$ cat src/rtl/attn_seq_ctrl.sv
// attn_seq_ctrl: sequences one Q.K attention pass on fullchip.
// Drives the registered 19-bit inst word and mem_in from a host vector stream.
module attn_seq_ctrl #(
  parameter int total_cycle = 8,
  parameter int col         = 8,
  parameter int pr          = 16,
  parameter int bw          = 8,
  parameter int gap_cycles  = 10,
  parameter int div_period  = 3
) (
  input  logic             clk,
  input  logic             reset,
  input  logic             start,
  input  logic             in_valid,
  output logic             in_ready,
  input  logic [pr*bw-1:0] in_data,
  output logic [pr*bw-1:0] mem_in,
  output logic [18:0]      inst,
  output logic             busy,
  output logic             done,
  output logic [3:0]       phase
);

  localparam int CW = 8;

  localparam int B_ACC  = 18;
  localparam int B_DIV  = 17;
  localparam int B_ORD  = 16;
  localparam int B_EXE  = 7;
  localparam int B_LOAD = 6;
  localparam int B_QRD  = 5;
  localparam int B_QWR  = 4;
  localparam int B_KRD  = 3;
  localparam int B_KWR  = 2;
  localparam int B_PRD  = 1;
  localparam int B_PWR  = 0;

  localparam logic [CW-1:0] TC_LAST =
    CW'(total_cycle - 1);
  localparam logic [CW-1:0] COL_N =
    CW'(col);
  localparam logic [CW-1:0] COL_LAST =
    CW'(col - 1);
  localparam logic [CW-1:0] COL_P1 =
    CW'(col + 1);
  localparam logic [CW-1:0] GAP_LAST =
    CW'(gap_cycles - 1);
  localparam logic [CW-1:0] DP_LAST =
    CW'(div_period - 1);

  typedef enum logic [3:0] {
    IDLE  = 4'd0,
    QWR   = 4'd1,
    KWR   = 4'd2,
    KLOAD = 4'd3,
    GAP1  = 4'd4,
    EXEC  = 4'd5,
    GAP2  = 4'd6,
    OFIFO = 4'd7,
    ACC   = 4'd8,
    DIV   = 4'd9,
    DONE  = 4'd10
  } state_t;

  state_t            state_q;
  logic [CW-1:0]     cnt_q;
  logic [CW-1:0]     sub_q;
  logic [18:0]       inst_q;
  logic [pr*bw-1:0]  mem_in_q;
  logic              done_q;
  logic [3:0]        am1;

  // KLOAD and ACC address one behind their cycle counter
  assign am1 = cnt_q[3:0] - 4'd1;

  assign in_ready = (state_q == QWR) ||
                    (state_q == KWR);
  assign busy     = (state_q != IDLE);
  assign phase    = state_q;
  assign inst     = inst_q;
  assign mem_in   = mem_in_q;
  assign done     = done_q;

  always_ff @(posedge clk or negedge reset) begin
    if (!reset) begin
      state_q  <= IDLE;
      cnt_q    <= '0;
      sub_q    <= '0;
      inst_q   <= '0;
      mem_in_q <= '0;
      done_q   <= 1'b0;
    end else begin
      inst_q <= '0;
      done_q <= 1'b0;
      unique case (state_q)
        IDLE: begin
          cnt_q <= '0;
          sub_q <= '0;
          if (start) begin
            state_q <= QWR;
          end
        end
        QWR: begin
          if (in_valid) begin
            mem_in_q        <= in_data;
            inst_q[B_QWR]   <= 1'b1;
            inst_q[15:12]   <= cnt_q[3:0];
            if (cnt_q == TC_LAST) begin
              cnt_q   <= '0;
              state_q <= KWR;
            end else begin
              cnt_q <= cnt_q + CW'(1);
            end
          end
        end
        KWR: begin
          if (in_valid) begin
            mem_in_q        <= in_data;
            inst_q[B_KWR]   <= 1'b1;
            inst_q[15:12]   <= cnt_q[3:0];
            if (cnt_q == COL_LAST) begin
              cnt_q   <= '0;
              state_q <= KLOAD;
            end else begin
              cnt_q <= cnt_q + CW'(1);
            end
          end
        end
        KLOAD: begin
          inst_q[B_LOAD] <= 1'b1;
          if (cnt_q != '0 && cnt_q <= COL_N) begin
            inst_q[B_KRD] <= 1'b1;
            inst_q[15:12] <= am1;
          end
          if (cnt_q == COL_P1) begin
            cnt_q   <= '0;
            state_q <= GAP1;
          end else begin
            cnt_q <= cnt_q + CW'(1);
          end
        end
        GAP1: begin
          if (cnt_q == GAP_LAST) begin
            cnt_q   <= '0;
            state_q <= EXEC;
          end else begin
            cnt_q <= cnt_q + CW'(1);
          end
        end
        EXEC: begin
          inst_q[B_EXE] <= 1'b1;
          inst_q[B_QRD] <= 1'b1;
          inst_q[15:12] <= cnt_q[3:0];
          if (cnt_q == TC_LAST) begin
            cnt_q   <= '0;
            state_q <= GAP2;
          end else begin
            cnt_q <= cnt_q + CW'(1);
          end
        end
        GAP2: begin
          if (cnt_q == GAP_LAST) begin
            cnt_q   <= '0;
            state_q <= OFIFO;
          end else begin
            cnt_q <= cnt_q + CW'(1);
          end
        end
        OFIFO: begin
          inst_q[B_ORD] <= 1'b1;
          inst_q[B_PWR] <= 1'b1;
          inst_q[11:8]  <= cnt_q[3:0];
          if (cnt_q == TC_LAST) begin
            cnt_q   <= '0;
            state_q <= ACC;
          end else begin
            cnt_q <= cnt_q + CW'(1);
          end
        end
        ACC: begin
          inst_q[B_ACC] <= 1'b1;
          if (cnt_q != '0) begin
            inst_q[B_PRD] <= 1'b1;
            inst_q[11:8]  <= am1;
          end
          if (cnt_q == COL_N) begin
            cnt_q   <= '0;
            sub_q   <= '0;
            state_q <= DIV;
          end else begin
            cnt_q <= cnt_q + CW'(1);
          end
        end
        DIV: begin
          inst_q[B_PRD] <= 1'b1;
          inst_q[11:8]  <= cnt_q[3:0];
          if (sub_q == '0) begin
            inst_q[B_DIV] <= 1'b1;
          end
          if (sub_q == DP_LAST) begin
            sub_q <= '0;
            if (cnt_q == TC_LAST) begin
              cnt_q   <= '0;
              state_q <= DONE;
            end else begin
              cnt_q <= cnt_q + CW'(1);
            end
          end else begin
            sub_q <= sub_q + CW'(1);
          end
        end
        DONE: begin
          done_q  <= 1'b1;
          cnt_q   <= '0;
          state_q <= IDLE;
        end
        default: begin
          cnt_q   <= '0;
          sub_q   <= '0;
          state_q <= IDLE;
        end
      endcase
    end
  end

endmodule

$ cat config.mk
export PLATFORM = sky130hd
export DESIGN_NAME = attn_seq_ctrl
export DESIGN_NICKNAME = d
export VERILOG_FILES = /design/src/rtl/attn_seq_ctrl.sv
export SDC_FILE = /design/constraint.sdc
export NUM_CORES = 1
export LEC_CHECK = 0
export ABC_AREA = 1
export CELL_PAD_IN_SITES_DETAIL_PLACEMENT = 1
export CELL_PAD_IN_SITES_GLOBAL_PLACEMENT = 1
export CORE_MARGIN = 5
export CORE_UTILIZATION = 34
export CTS_CLUSTER_SIZE = 8
export DETAILED_ROUTE_END_ITERATION = 6
export PLACE_DENSITY_LB_ADDON = 0.1
export SETUP_SLACK_MARGIN = 0.3
export SYNTH_ARGS = -nofsm -noshare
export SYNTH_HDL_FRONTEND = slang
export SYNTH_SLANG_ARGS = --single-unit
$ cat constraint.sdc
create_clock -name clk -period 2.6 [get_ports clk]
set_clock_uncertainty 0.15 [all_clocks]
set_input_delay 0.52 -clock clk [delete_from_list [all_inputs] [get_ports clk]]
set_output_delay 0.52 -clock clk [all_outputs]
set_load 0.02 [all_outputs]
==> Word level (Yosys, flattened, before mapping) <==
Index checks and enable logic that the tools add are counted.
{ "op_classes": {"eq_ne": 28, "div": 0, "n_mul": 0, "shifts": 0, "reduce_logical": 15, "n_lt_le_gt_ge": 1, "add_sub_neg": 3, "mux": 42, "bitwise": 1} }
{ "ops": {"columns": ["operator", "n"], "rows": [
  ["4-bit two-way mux", 16],
  ["8-bit two-way mux", 7],
  ["4-bit one-hot mux with 10 select lines", 1],
  ["8-bit one-hot mux with 5 select lines", 1],
  ["8-bit one-hot mux with 3 select lines", 1],
  ["2-bit != test, second input constant", 11],
  ["8-bit by 1-bit adder with 8-bit output, second input constant", 2],
  ["4-bit by 3-bit == test with 1-bit output, second input constant", 4],
  ["8-bit by 4-bit == test with 1-bit output, second input constant", 2],
  ["1-bit two-way mux", 13],
  ["13-bit AND reduction", 1],
  ["4-bit == test, second input constant", 3],
  ["4-bit one-hot mux with 3 select lines", 1],
  ["4-bit by 2-bit == test with 1-bit output, second input constant", 2],
  ["8-bit by 2-bit == test with 1-bit output, second input constant", 1],
  ["8-bit by 3-bit == test with 1-bit output, second input constant", 1],
  ["8-bit by 4-bit <= comparator with 1-bit output, second input constant", 1],
  ["8-bit zero test", 1],
  ["4-bit one-hot mux with 2 select lines", 1],
  ["8-bit nonzero test", 1],
  ["8-bit OR reduction", 1],
  ["2-bit by 1-bit != test with 1-bit output, second input constant", 3],
  ["2-bit AND reduction", 3],
  ["2-bit OR reduction", 3],
  ["9 further kinds", 9]
]} }
{ "totals": {"romBits": 0, "register_bits": 168, "latch_bits": 0, "ram_bits": 0, "memories": 0, "in_bits": 132} }

==> Logic depth before layout (Yosys ltp) <==
Gate-level depths: netlist of the first run.
{ "depth": {"ltp_word": 4, "depth_mapped": 10} }

==> Worst setup path after synthesis of the first run <==
OpenSTA, ideal clock, no wires.
{ "synth_path": {"kind": "flip-flop to flip-flop", "from": "register state_q[0], in the netlist phase[0]", "to": "register mem_in_q[0], in the netlist mem_in[0]", "t_arrival_ns": 1.606, "t_required_ns": 2.325, "n_path_buf": 2, "setup_ns": 0.125, "setup_slack_ns": 0.719, "path_stages_with_launch": 9, "cell_sequence": "dfrtp_1 -> inv_2 -> nor2_4 -> nand2_2 -> nand2_4 -> nand2_4 -> buf_12 -> buf_12 -> mux2_4"} }
{ "synth_via": {"elab_chain_cells": 3, "word_cells_on_any_way": 4, "cone_classes": "eq/ne: 2; reduce/logical: 2"} }
{ "synth_rtl": {"columns": ["item", "line_no", "text"], "rows": [
  ["start: declaration", "65", "state_t state_q;"],
  ["start signal: assignment", "86", "state_q <= IDLE;"],
  ["start signal: assignment", "100", "state_q <= QWR;"],
  ["start signal: assignment", "110", "state_q <= KWR;"],
  ["4-bit by 1-bit == test with 1-bit output or 4-bit by 2-bit == test with 1-bit output (tied branches)", "95", "unique case (state_q)"],
  ["2-bit OR reduction (no source line) *", null, null],
  ["2-bit AND reduction (no source line) *", null, null],
  ["end signal: assignment", "105", "mem_in_q <= in_data;"],
  ["end signal: assignment", "118", "mem_in_q <= in_data;"],
  ["end: declaration", "69", "logic [pr*bw-1:0] mem_in_q;"]
]} }
Every way passes the cells marked *; elsewhere a longest branch is shown, timed or not.
A chain may end at the register's enable or synchronous reset.

==> Final worst setup path of the first run <==
{ "layout_path": {"from": "register state_q[3], in the netlist phase[3]", "to": "output port busy"} }
{ "layout_via": {"elab_chain_cells": 1} }
{ "layout_rtl": {"columns": ["item", "line_no", "text"], "rows": [
  ["4-bit nonzero test", "78", "assign busy = (state_q != IDLE);"],
  ["end: declaration", "19", "output logic busy,"]
]} }
No other way between the ends.

==> impl_metrics.toml, run 1 <==
[logic_synthesis]
synth_enable_flop_cells = 0
ys_seq_area_share_pct = 55.52
ys.flop_type = "dfrtp_1"
synthArstFlopShare_pct = 100.0
ys_warn_count = 0
syn_nets = 704
yosysTopAreaCell = "dfrtp_1"
syn_area_per_cell_um2 = 13.22
syn_inst = 566
synth_area_um2 = 7482
ys_ff_latch = 166
synth_top_area_share_pct = 55.52
synthTopCellsByArea = "dfrtp_1 56%, mux2_4 22%, nand2_1 3.9%"
synth.distinct_cells = 33

[setup_path]
worstPathRequired_ps = 1930
path_cells = "nor2_4, nand2_1, dlygate4sd2_1"
crit_buf_inv = 1
cpPeakStageDelay_ps = 470
critPathKind = "reg -> out"
cp_top_family = "flip-flops"
cpMaxStageDelayCell = "dfrtp_2"
crit_arrival_ps = 1540
cp_max_fo = 6
end_kind = "output pin"
setup.worst_path.start_class = "flip-flop"
ff2ff_setup_slack_ps = 520

[layout]
mostFrequentLayoutCells = "282 x clkdlybuf4s50_1, 162 x dfrtp_1, 109 x mux2_4, 77 x nand2_1, 39 x inv_1"
final_common_cell = "clkdlybuf4s50_1"
drive_gt1_share_pct = 22.42
fin_nets = 1009
final_util_pct = 51.72
area_growth_pct = 50.38
finalNonFillerCells = 1165
fill_cells = 2244

[route]
drtIter0Drc = 231
routed_wirelength_mm = 24.39
via_count = 5517
drtPass1Iterations = 4
drc = 0
avgViaCountPerCell = 4.736
wl_per_cell_um = 20.94
ant_nets = 0

[timing]
rsz0062_at_grt = "no"
period_needed_ps = 2207
tns_ps = 0
slew_viol_final = 0
maxSlewHeadroom_pct = 64.44
setup_viol = 0
timing.final.crit_share_pct = 84.88
max_freq_ghz = 0.4531
hold_viol = 0
fin_ws_ps = 393.2
tightest_slew_ps = 533.3

[place]
dp_hpwl_mm = 18.84
io_buffer_count = 285
dpl.cell_count = 1131
gp_congestion = 0.8160
place_ws_ps = 257.4

[floorplanning]
die_w_um = 158.3
rows = 54
dieArea_um2 = 25070
initial_core_util_pct = 34.39
core-area_um2 = 21760
die_y_um = 158.3
ios = 286

[pwr]
vdd.ir_drop.worst_mv = 0.4987
cellPowerDensity_nw_per_um2 = 1329
finalPower_mw = 14.95
power_leakage_nw = 5.260

[global_routing]
grt_pass1_vias = 5908
overflow = 0
grt_usage_pct = 18.83
antenna_found_initial = 1
grt_max_degree = 55
grt_pass1_wl_mm = 36.04

[clocking]
cts_sinks = 166
htree_levels = 4
clk_pin_slew_ps = 70
cts_buffer_depth = 2
cts_made_buffers = 17
clk_latency_ps = 430
cts_tree = "done"
clockRootBuffer = "clkbuf_16"

[worst_hold_path]
hold_path.class = "reg -> reg"

[outcome]
status = "completed"

[run]
maxCapViolCount = 0
area by class of cell:
type                            instances  area (um^2)  area share, %
Sequential cell                       166         4159          36.96
Timing Repair Buffer                  304         3068          27.27
Multi-Input combinational cell        340         2919          25.94
Clock buffer                           17        425.4          3.781
Tap cell                              280        350.3          3.114
Clock inverter                         14        167.7          1.490
Inverter                               42        157.7          1.401
Antenna cell                            2        5.005        0.04448
where the power goes:
| part | internal [mW] | switching (mW) | leakage (nW) | total [mW] |
|---|---|---|---|---|
| sequential | 3.75 | 0.701 | 2.02 | 4.45 |
| combinational | 4.22 | 3.73 | 2.96 | 7.95 |
| clock | 1.44 | 1.11 | 0.281 | 2.55 |
| total | 9.41 | 5.54 | 5.26 | 15.0 |
cells by family after synthesis:
group           count (synthesis)  share of synthesized area, %
simple gates                  165                         9.732
flops                         166                         55.52
fa+ha+maj                       6                         1.003
compound gates                 39                         3.027
mux                           128                         24.73
xor+xnor                        2                        0.2342
buf+inv                        60                         5.752
cells in the mapped netlist (2+ instances only):
| cell | count |
|---|---|
| dfrtp_1 | 166 |
| mux2_4 | 109 |
| nand2_1 | 77 |
| inv_1 | 39 |
| nand3_1 | 39 |
| nor2_1 | 31 |
| o21ai_0 | 23 |
| mux2_2 | 19 |
| buf_12 | 11 |
| ha_1 | 6 |
| o21bai_1 | 6 |
| nand4_1 | 5 |
| nor2_2 | 4 |
| a21oi_1 | 3 |
| buf_2 | 3 |
| o22ai_1 | 3 |
| buf_4 | 2 |
| buf_6 | 2 |
| inv_2 | 2 |
| nand2_2 | 2 |
| nand2_4 | 2 |
flip-flops by register name (all words and copies together) (netlist names):
register / cells
done: 1
phase: 4
sub_q: 8
inst: 17
cnt_q: 8
mem_in: 128
metrics by stage:
| stage | area (um^2) | hold WS, ps |
|---|---|---|
| CTS | 11240 | 357.7 |
| detailed placement | 10630 | 342.1 |
| global placement | 10630 | 337.3 |
| floorplan | 7482 | 74.41 |
| finish | 11250 | 354.2 |
| global route | 11250 | 366.6 |
worst register-to-register path, stage by stage (launching register included):
cell	delay [ps]
dfrtp_1	430
inv_1	160
ha_1	250
nand3_1	150
o21ai_1	280
nand3b_1	220
inv_1	180
nand3_1	100
nand2_1	90
path summary, 6_finish.rpt:
path	start	end	cells past startpoint
setup / recovery	phase[3]	busy	3
hold / removal	mem_in[72]	mem_in[72]	1
setup reg to reg	cnt_q[1]	phase[2]	8
hold reg to reg	mem_in[72]	mem_in[72]	1
max in group asynchronous	reset	mem_in[121]	3
min in group asynchronous	reset	inst[3]	2
timing repair:
item | in CTS | in global routing
endpoints found under the hold margin | 48 | 0
setup endpoints to repair | 4 | 7
hold buffers | 1 | 0
buffers inserted | 0 | 0
resized for setup | 5 | 7
gates cloned | 0 | 0
pin swaps | 0 | 1
routing by layer:
metal	track usage (%)	routed length [um]	vias to the layer above	part of all wire (%)
met4	4.062	202	2	0.83
met5	0	13	-	0.053
li1	-	-	2522	-
met2	32.69	12110	188	50
met1	23.38	10090	2788	41
met3	5.463	1976	17	8.1
No activity file was read; power rests on OpenSTA's default activity.
==> run 2, diff against run 1 <==
--- a/config.mk
+++ b/config.mk
@@ -9,7 +9,7 @@
 export CELL_PAD_IN_SITES_DETAIL_PLACEMENT = 1
 export CELL_PAD_IN_SITES_GLOBAL_PLACEMENT = 1
 export CORE_MARGIN = 5
-export CORE_UTILIZATION = 34
+export CORE_UTILIZATION = 31
 export CTS_CLUSTER_SIZE = 8
 export DETAILED_ROUTE_END_ITERATION = 6
 export PLACE_DENSITY_LB_ADDON = 0.1
==> constraint.sdc (replaced) <==
create_clock -name clk -period 2 [get_ports clk]
set_clock_uncertainty 0.15 [all_clocks]
set_input_delay 0.4 -clock clk [delete_from_list [all_inputs] [get_ports clk]]
set_output_delay 0.4 -clock clk [all_outputs]
set_load 0.02 [all_outputs]
==> run 2 against run 1 <==
Net effect:
- final cell count rose by 9.9%
- first-iteration DRC count grew 11%
- design area grew 11%
- register-to-register slack got worse by 490 ps
- global-route usage up 0.61 points
- setup slack worse by 360 ps
- clock-buffer cell count increased by 2
- combinational power grew 55%
- sequential cell count unchanged
- sequential power is 30% higher
- critical path type unchanged
==> impl_metrics.toml, run 2 (synthesis gave the netlist of run 1 again) <==
[outcome]
status = "completed"

[timing]
timing.final.crit_share_pct = 98.56
rsz0062_at_grt = "yes"
tightest_slew_ps = 674.7
setup_viol = 0
period_needed_ps = 1971
maxSlewHeadroom_pct = 55.02
max_freq_ghz = 0.5073
slew_viol_final = 0
fin_hold_ws_ps = 307.2
hold_viol = 0

[setup_path]
cp_max_fo = 5
r2r_start = "phase[1]"
cpMaxStageDelayCell = "dfrtp_2"
critPathKind = "reg -> out"
path_cells = "nor2_1, nand2_2, buf_6"
end_kind = "output pin"
ff2ff_setup_slack_ps = 30
setup.worst_path.start_class = "flip-flop"
r2r_end = "mem_in[20]"
crit_arrival_ps = 1420
cpPeakStageDelay_ps = 480
worstPathRequired_ps = 1450
r2r_cells = 8
crit_buf_inv = 1
cp_top_family = "flip-flops"

[pwr]
clkPwrFrac_pct = 15.7
p_comb_share_pct = 57.3
power_leakage_nw = 6.110
finalPower_mw = 21.47
vdd.ir_drop.worst_mv = 0.8372
netSwitchingFraction_pct = 39.11
cellPowerDensity_nw_per_um2 = 1724
seqPwrFrac_pct = 27.0
internal_power_mw = 13.07
p_sw_mw = 8.397

[clocking]
clk_latency_ps = 430
cts_made_buffers = 17
htree_levels = 4
cts_tree = "done"
cts_buffer_depth = 2
clk_pin_slew_ps = 70
clockRootBuffer = "clkbuf_16"
cts_sinks = 166

[floorplanning]
dieArea_um2 = 27340
ios = 286
die_y_um = 165.4
rows = 56
initial_core_util_pct = 31.69
core-area_um2 = 23610
die_w_um = 165.4

[route]
via_count = 5912
drc = 0
drtIter0Drc = 256
wl_per_cell_um = 22.07
ant_nets = 0
avgViaCountPerCell = 4.619
drtPass1Iterations = 4
routed_wirelength_mm = 28.25

[layout]
fill_cells = 2435
final_common_cell = "dfrtp_1"
mostFrequentLayoutCells = "160 x dfrtp_1, 129 x clkdlybuf4s50_1, 124 x mux2_4, 81 x clkbuf_2, 53 x nand2_1"
multi_input_area_um2 = 3401
fin_nets = 1084
seq_area_um2 = 4161
drive_gt1_share_pct = 48.59
area_growth_pct = 66.44
largest_register_ff_count = 128

[global_routing]
grt_pass1_vias = 6597
antenna_found_initial = 4
grt_pass1_wl_mm = 40.19
grt_usage_pct = 19.44
grt_max_degree = 46
overflow = 0

[worst_hold_path]
hold_path.class = "in -> async"

[run]
maxCapViolCount = 0

[place]
dp_hpwl_mm = 19.16
gp_congestion = 0.8585
io_buffer_count = 285
run 2: cell count changes in the layout (fill, tap and decap cells not counted), moves of 29 or more:
cell,before,now
clkdlybuf4s15_1,0,34
buf_4,12,43
clkbuf_2,1,81
clkdlybuf4s50_1,282,129
clkdlybuf4s15_2,0,29
run 2: how the worst max path moves through the flow:
| stage | start | end | slack [ps] | cells after the start |
|---|---|---|---|---|
| 2_1_floorplan | phase[1] | mem_in[0] | 230 | 8 |
| 3_5_place_dp | in_valid | phase[3] | -50 | 8 |
| 6_report | phase[0] | busy | 30 | 3 |
| 3_3_place_gp | in_valid | mem_in[2] | 1 | 4 |
| 4_1_cts | phase[3] | busy | 60 | 4 |
| 5_1_grt | phase[1] | mem_in[26] | -40 | 9 |
run 2: layout make-up:
cell class,count,share of cell area (%)
Sequential cell,166,33.42
Clock inverter,13,1.296
Timing Repair Buffer,377,29.87
Clock buffer,19,3.476
Inverter,42,1.387
Tap cell,319,3.205
Multi-Input combinational cell,342,27.31
Antenna cell,2,0.04019
run 2: per-layer routing:
layer / up-vias / track usage (%) / share of wire (%)
met5: - / 0 / 0.17
met2: 200 / 34.73 / 51
met3: 39 / 5.982 / 7.1
met4: 6 / 5.249 / 2.1
met1: 2970 / 22.59 / 40
li1: 2697 / - / -
run 2: worst reg2reg max path, cell delays in order, from the launching register on:
cell	delay [ps]
dfrtp_2	460
inv_2	80
nor2_4	120
nand2_2	80
nand2_4	80
buf_12	140
nand2_8	100
bufbuf_16	340
mux2_4	290
run 2: through the flow:
stage                     utilization, %  instances  setup TNS, ps  cell area (um^2)  setup slack [ps]
after floorplan                        -        566              0              7510             227.9
after global placement             46.02       1188              0             10870             1.374
after detailed placement           46.02       1188         -586.9             10870            -51.06
after CTS                          52.27       1260              0             12340             60.18
after global routing               52.72       1278         -857.4             12450            -39.83
final                              52.74       1280              0             12450             28.77
run 2: timing repair:
item	CTS	global route
setup buffers	27	16
resized for setup	426	204
hold endpoints to repair	39	0
pin swaps	19	29
cloned	12	2
endpoints found under the setup margin	309	271
hold buffers	1	0
run 2: power by group through the flow:
| stage | clock network (mW) | logic [mW] | registers, mW |
|---|---|---|---|
| 6_report | 3.37 | 12.3 | 5.80 |
| 5_1_grt | 3.62 | 12.9 | 5.98 |
| 4_1_cts | 3.47 | 11.8 | 5.77 |
| 3_5_place_dp | 0 | 10.8 | 5.83 |
| 3_3_place_gp | 0 | 10.6 | 5.73 |
| 2_1_floorplan | 0 | 4.39 | 7.50 |
==> run 3, diff against run 2 <==
--- a/config.mk
+++ b/config.mk
@@ -10,7 +10,6 @@
 export CELL_PAD_IN_SITES_GLOBAL_PLACEMENT = 1
 export CORE_MARGIN = 5
 export CORE_UTILIZATION = 31
-export CTS_CLUSTER_SIZE = 8
 export DETAILED_ROUTE_END_ITERATION = 6
 export PLACE_DENSITY_LB_ADDON = 0.1
 export SETUP_SLACK_MARGIN = 0.3
==> results of run 3 <==
Same layout as run 2: the final DEF is identical, and so are final timing and power.
